**src/rtl/m_ff_load_seq_if.sv**
```systemverilog
// Producer handshake and register-load bus of the m_ff load sequencer.
// The design drives the slave side; the producer/consumer side uses master.
interface m_ff_load_seq_if #(
  parameter int WIDTH = 12,
  parameter int DEPTH = 4
);
  logic                       flush;
  logic                       in_valid;
  logic                       in_ready;
  logic [WIDTH-1:0]           in_data;
  logic                       ld_enable;
  logic [WIDTH-1:0]           ld_data;
  logic [$clog2(DEPTH+1)-1:0] level;
  logic                       busy;

  modport master (
    output flush, in_valid, in_data,
    input  in_ready, ld_enable, ld_data, level, busy
  );

  modport slave (
    input  flush, in_valid, in_data,
    output in_ready, ld_enable, ld_data, level, busy
  );
endinterface

```
**src/rtl/m_ff_load_seq.sv**
```systemverilog
// Load sequencer for the m_ff register: a small FIFO plus an FSM that issues
// single-cycle load pulses, spaced by at least GAP idle cycles.
//
// state  | meaning
// IDLE   | no pulse pending; leaves as soon as the FIFO holds a word
// LOAD   | ld_enable high for one cycle with the word popped on entry
// GAP    | forced idle spacing, GAP cycles, timed by a down-counter
module m_ff_load_seq #(
  parameter int               WIDTH     = 12,
  parameter logic [WIDTH-1:0] RESET_VAL = '0,
  parameter int               DEPTH     = 4,
  parameter int               GAP       = 3
) (
  input  logic            clk,
  input  logic            rst_n,
  m_ff_load_seq_if.slave  bus
);
  localparam int LW     = $clog2(DEPTH + 1);
  localparam int PW     = $clog2(DEPTH);
  localparam int CW     = (GAP > 0) ? $clog2(GAP + 1) : 1;
  localparam int GAP_M1 = (GAP > 0) ? GAP - 1 : 0;

  typedef enum logic [1:0] {
    S_IDLE = 2'd0,
    S_LOAD = 2'd1,
    S_GAP  = 2'd2
  } state_t;

  state_t           state_q, state_d;
  logic [WIDTH-1:0] mem [DEPTH];
  logic [PW-1:0]    wr_ptr_q, rd_ptr_q;
  logic [LW-1:0]    level_q;
  logic [CW-1:0]    gap_cnt_q;
  logic             ld_enable_q;
  logic [WIDTH-1:0] ld_data_q;
  logic             in_ready;
  logic             push;
  logic             pop;
  logic             gap_load;

  // Ready depends only on registered occupancy, so a full FIFO refuses a
  // word even on the cycle it pops.
  assign in_ready = (level_q != LW'(DEPTH));
  assign push     = bus.in_valid && in_ready && !bus.flush;
  assign pop      = (state_d == S_LOAD);

  always_comb begin
    state_d  = state_q;
    gap_load = 1'b0;
    if (bus.flush) begin
      state_d = S_IDLE;
    end else begin
      case (state_q)
        S_IDLE: begin
          if (level_q != '0) state_d = S_LOAD;
        end
        S_LOAD: begin
          if (GAP > 0) begin
            state_d  = S_GAP;
            gap_load = 1'b1;
          end else if (level_q != '0) begin
            state_d = S_LOAD;
          end else begin
            state_d = S_IDLE;
          end
        end
        S_GAP: begin
          if (gap_cnt_q == '0) state_d = (level_q != '0) ? S_LOAD : S_IDLE;
        end
        default: state_d = S_IDLE;
      endcase
    end
  end

  always_ff @(posedge clk or negedge rst_n) begin
    if (!rst_n) begin
      state_q   <= S_IDLE;
      wr_ptr_q  <= '0;
      rd_ptr_q  <= '0;
      level_q   <= '0;
      gap_cnt_q <= '0;
    end else if (bus.flush) begin
      state_q   <= S_IDLE;
      wr_ptr_q  <= '0;
      rd_ptr_q  <= '0;
      level_q   <= '0;
      gap_cnt_q <= '0;
    end else begin
      state_q <= state_d;
      if (push) wr_ptr_q <= wr_ptr_q + PW'(1);
      if (pop)  rd_ptr_q <= rd_ptr_q + PW'(1);
      if (push && !pop)      level_q <= level_q + LW'(1);
      else if (!push && pop) level_q <= level_q - LW'(1);
      if (gap_load)                                gap_cnt_q <= CW'(GAP_M1);
      else if (state_q == S_GAP && gap_cnt_q != '0) gap_cnt_q <= gap_cnt_q - CW'(1);
    end
  end

  // ld_data is deliberately untouched by flush: the register keeps its word.
  always_ff @(posedge clk or negedge rst_n) begin
    if (!rst_n) begin
      ld_enable_q <= 1'b0;
      ld_data_q   <= RESET_VAL;
    end else begin
      ld_enable_q <= pop;
      if (pop) ld_data_q <= mem[rd_ptr_q];
    end
  end

  always_ff @(posedge clk) begin
    if (push) mem[wr_ptr_q] <= bus.in_data;
  end

  assign bus.in_ready  = in_ready;
  assign bus.ld_enable = ld_enable_q;
  assign bus.ld_data   = ld_data_q;
  assign bus.level     = level_q;
  assign bus.busy      = (level_q != '0) || (state_q != S_IDLE);
endmodule
```
**src/flat_wrapper.sv**
```systemverilog
// flat-port wrapper written by rule: the top's interface ports become plain ports
module m_ff_load_seq_flat 
#(
  parameter int               WIDTH     = 12,
  parameter logic [WIDTH-1:0] RESET_VAL = '0,
  parameter int               DEPTH     = 4,
  parameter int               GAP       = 3
)
  (clk, rst_n, bus_flush, bus_in_valid, bus_in_data, bus_in_ready, bus_ld_enable, bus_ld_data, bus_level, bus_busy);
  m_ff_load_seq_if #(.WIDTH(WIDTH), .DEPTH(DEPTH)) bus_i ();
  input  logic clk;
  input  logic rst_n;
  input wire logic [$bits(bus_i.flush)-1:0] bus_flush;
  input wire logic [$bits(bus_i.in_valid)-1:0] bus_in_valid;
  input wire logic [$bits(bus_i.in_data)-1:0] bus_in_data;
  output wire logic [$bits(bus_i.in_ready)-1:0] bus_in_ready;
  output wire logic [$bits(bus_i.ld_enable)-1:0] bus_ld_enable;
  output wire logic [$bits(bus_i.ld_data)-1:0] bus_ld_data;
  output wire logic [$bits(bus_i.level)-1:0] bus_level;
  output wire logic [$bits(bus_i.busy)-1:0] bus_busy;
  assign bus_i.flush = bus_flush;
  assign bus_i.in_valid = bus_in_valid;
  assign bus_i.in_data = bus_in_data;
  assign bus_in_ready = bus_i.in_ready;
  assign bus_ld_enable = bus_i.ld_enable;
  assign bus_ld_data = bus_i.ld_data;
  assign bus_level = bus_i.level;
  assign bus_busy = bus_i.busy;
  m_ff_load_seq #(.WIDTH(WIDTH), .RESET_VAL(RESET_VAL), .DEPTH(DEPTH), .GAP(GAP)) u_core (.clk(clk), .rst_n(rst_n), .bus(bus_i));
endmodule
```
**config.mk**
```make
export PLATFORM = sky130hd
export DESIGN_NAME = m_ff_load_seq_flat
export DESIGN_NICKNAME = d
export VERILOG_FILES = /design/src/rtl/m_ff_load_seq_if.sv /design/src/rtl/m_ff_load_seq.sv /design/src/flat_wrapper.sv
export SDC_FILE = /design/constraint.sdc
export NUM_CORES = 1
export LEC_CHECK = 0
export ABC_AREA = 1
export BUFFER_PORTS_ARGS = -buffer_cell sky130_fd_sc_hd__buf_2
export CORE_MARGIN = 4
export CORE_UTILIZATION = 46
export DETAILED_ROUTE_END_ITERATION = 12
export MAX_ROUTING_LAYER = met4
export PLACE_DENSITY = 0.64
export SLEW_MARGIN = 20
export SYNTH_ARGS = -nofsm -noshare
export SYNTH_HDL_FRONTEND = slang
export SYNTH_SLANG_ARGS = --single-unit
```
**constraint.sdc**
```tcl
create_clock -name clk -period 3.7 [get_ports clk]
set_input_delay 0.37 -clock clk [delete_from_list [all_inputs] [get_ports clk]]
set_output_delay 0.37 -clock clk [all_outputs]
set_load 0.005 [all_outputs]
```
==> run metrics <==
Boundary Pins=34; count of routing violations after the opening detailed-route iteration=between 90 and 100; Total Power Consumption=2.55 mW; Congestion Overflow GR=0; CTS Sinks=72; MaxCap Viol Count=0; Min-Delay Path Class=input pin to async pin; Max VDD drop=about 0.5 mV; run status=finished clean; final core utilization=0.544; initial antenna violation count=0; most numerous cell in the Yosys netlist=nor2_1; leakage power=approximately 1.4 nW; final critical-path setup slack=between 1 and 1.5 ns; fraction of registers with async set or reset after synthesis=0.333; min Tclk post-route=between 2 and 2.5 ns; Max H-tree Level=3; top post-synthesis cells by count=68 x nor2_1, 48 x edfxtp_1, 30 x o21ai_0, 26 x nand2_1, 24 x dfrtp_1; Sum Neg Setup Slack=0 ns; instance area at placement=0.00324 mm²; largest fanout on the critical path=28; worst clock skew on the final layout=roughly 0.0056 ns; share of the yosys chip area belonging to registers=0.681; worst hold margin=approximately 0.011 ns; WP data arrival=between 2 and 3 ns; setup slack, reg-to-reg=around 1.4 ns; core area=0.00635 mm²; Final GP Congestion=0.790; required time at the worst-slack endpoint=around 3.9 ns; synthesis warning total=0; total CTS buffers=9; highest attainable clock frequency=436 MHz; Port Buf Inserts=33; EDFF count, synth=48; cell area power density=737 mW/mm²; Slew HR=0.450; setup repair after global routing missed its margin=false; pre-CTS setup slack=approximately 1.4 ns; filler-free cell count of the finished design=381; DP Cell Count=365; Post CTS Setup Buffer Count=0; fraction of final layout cells sized beyond drive strength 1=0.227; number of endpoints with negative hold slack in the final report=0; count of cell types in the netlist=24; maximum count of clock buffers along a single path=2; Final period util=0.619; Post-DRT Antenna Nets=0; via count=between 1500 and 2000; drc violations=0; startpoint of the most critical register-to-register path=u_core.gap_cnt_q[0]; vias in the first global route=about 1800; Layout area overhead=15.2%; Crit Path Category=flip-flop to flip-flop; length in cells of the worst reg-to-reg path=14; global-route usage over all layers=0.157; critical path capture point type=flip-flop; drt total wl=~5400 µm; vias per cell=a little under 5; Startpoint Class=flip-flop; floorplan row count=29; net count after synthesis=~280; worst slew pin tran=0.825 ns; number of nets in the layout=about 320; endpoints failing setup=0; 1st-pass router iterations=4; die width=between 80 and 90 µm; FF+latch count, synth=roughly 70; CTS tree=built; end of the worst register-to-register path=u_core.bus.level[2]; cell area after technology mapping=0.00300 mm²; final routed wire length divided by cell count=about 14 µm; post-synth top area share=0.481; largest net degree at the start of global routing=29; CTS hold repair buffers=0; Reg clk slew, reported paths=0.08 ns; main area contributors after synthesis=edfxtp_1 48%, dfrtp_1 20%, nor2_1 8.5%; count of instances resized after the clock tree is built=0; clk_lat worst skew=0.34 ns; leading area contributor after synthesis=edfxtp_1; ANT cells=0; first-pass GRT wire length=approximately 8600 µm; final design area excluding fillers=between 0.003 and 0.004 mm²; dpl hpwl=~3400 µm; Syn Inst Count=between 200 and 300; flip-flop cell with the highest count after synthesis=edfxtp_1; Initial Util=0.472; die span in y=between 80 and 90 µm; CTS Root Cell=clkbuf_8; fin. max-slew vios=0; total die area=0.00788 mm²; Syn Area/Cell=about 12 µm²
worst max path at each step:
stage / depth (start not counted) / endpoint / start / slack, ns
finish: 14 / u_core.bus.level[2] / u_core.gap_cnt_q[0] / 1.41
global route: 14 / u_core.bus.level[2] / u_core.gap_cnt_q[0] / 1.21
CTS: 14 / u_core.bus.level[2] / u_core.gap_cnt_q[0] / 1.40
detailed placement: 14 / u_core.bus.level[2] / u_core.gap_cnt_q[0] / 1.41
global placement: 14 / u_core.bus.level[2] / u_core.gap_cnt_q[0] / 1.47
floorplan: 14 / u_core.bus.level[2] / u_core.gap_cnt_q[0] / 1.81
area by class of cell:
| cell class | instances | area, µm² |
|---|---|---|
| clock buffer | 9 | 124 |
| clock inverter | 7 | 93.8 |
| sequential | 72 | 2040 |
| fill | 541 | 2890 |
| tap | 77 | 96.3 |
| inverter | 21 | 78.8 |
| timing repair buffer | 37 | 195 |
| multi-input combinational | 158 | 826 |
metal layers:
| metal | GRT usage | share of wire |
|---|---|---|
| met1 | 0.185 | 0.45 |
| met3 | 0.0335 | 0.039 |
| met4 | 0.0865 | 0.015 |
| met2 | 0.250 | 0.50 |
| met5 | - | 0 |
layout by cell type, fill, tap and decap left out, types with 4 or more instances in the layout:
master / instances
nor2_1: 68
edfxtp_1: 48
buf_2: 33
o21ai_0: 30
nand2_1: 26
dfrtp_1: 24
inv_1: 20
clkbuf_8: 9
a31oi_2: 7
nand3_1: 5
a31oi_1: 5
ha_1: 5
buf_4: 4
power breakdown:
| part | internal [mW] | switching [mW] |
|---|---|---|
| Clock | 0.381 | 0.299 |
| Combinational | 0.292 | 0.443 |
| Sequential | 1.01 | 0.124 |
| Total | 1.68 | 0.866 |
cell families after synthesis:
kind of cell | share of synthesized area
AND/OR/NAND/NOR | 0.150
flip-flops | 0.681
AO/OA/AOI/OAI | 0.0951
buffers and inverters | 0.0438
adder cells (fa/ha/maj) | 0.0275
XOR/XNOR | 0.00292
worst max-delay path, cell delays in order, from the launching register on:
cell and delay, ns:
dfrtp_1 0.36, inv_1 0.09, ha_1 0.15, inv_1 0.04, nand2_1 0.08, nand2_2 0.10
nor2_8 0.38, nor2_1 0.13, fa_1 0.40, xnor2_1 0.19, inv_1 0.06, nand2_1 0.06
nand2_1 0.05, nand2_1 0.06, nand2_1 0.04
registers in the layout, summed over array words and instances, names as in the netlist:
signal	cells
u_core.gap_cnt_q	2
u_core.wr_ptr_q	2
u_core.bus.ld_data	12
u_core.rd_ptr_q	2
u_core.bus.level	3
u_core.state_q	2
u_core.mem	48
u_core.bus.ld_enable	1
Power figures use the tool's default switching activity.
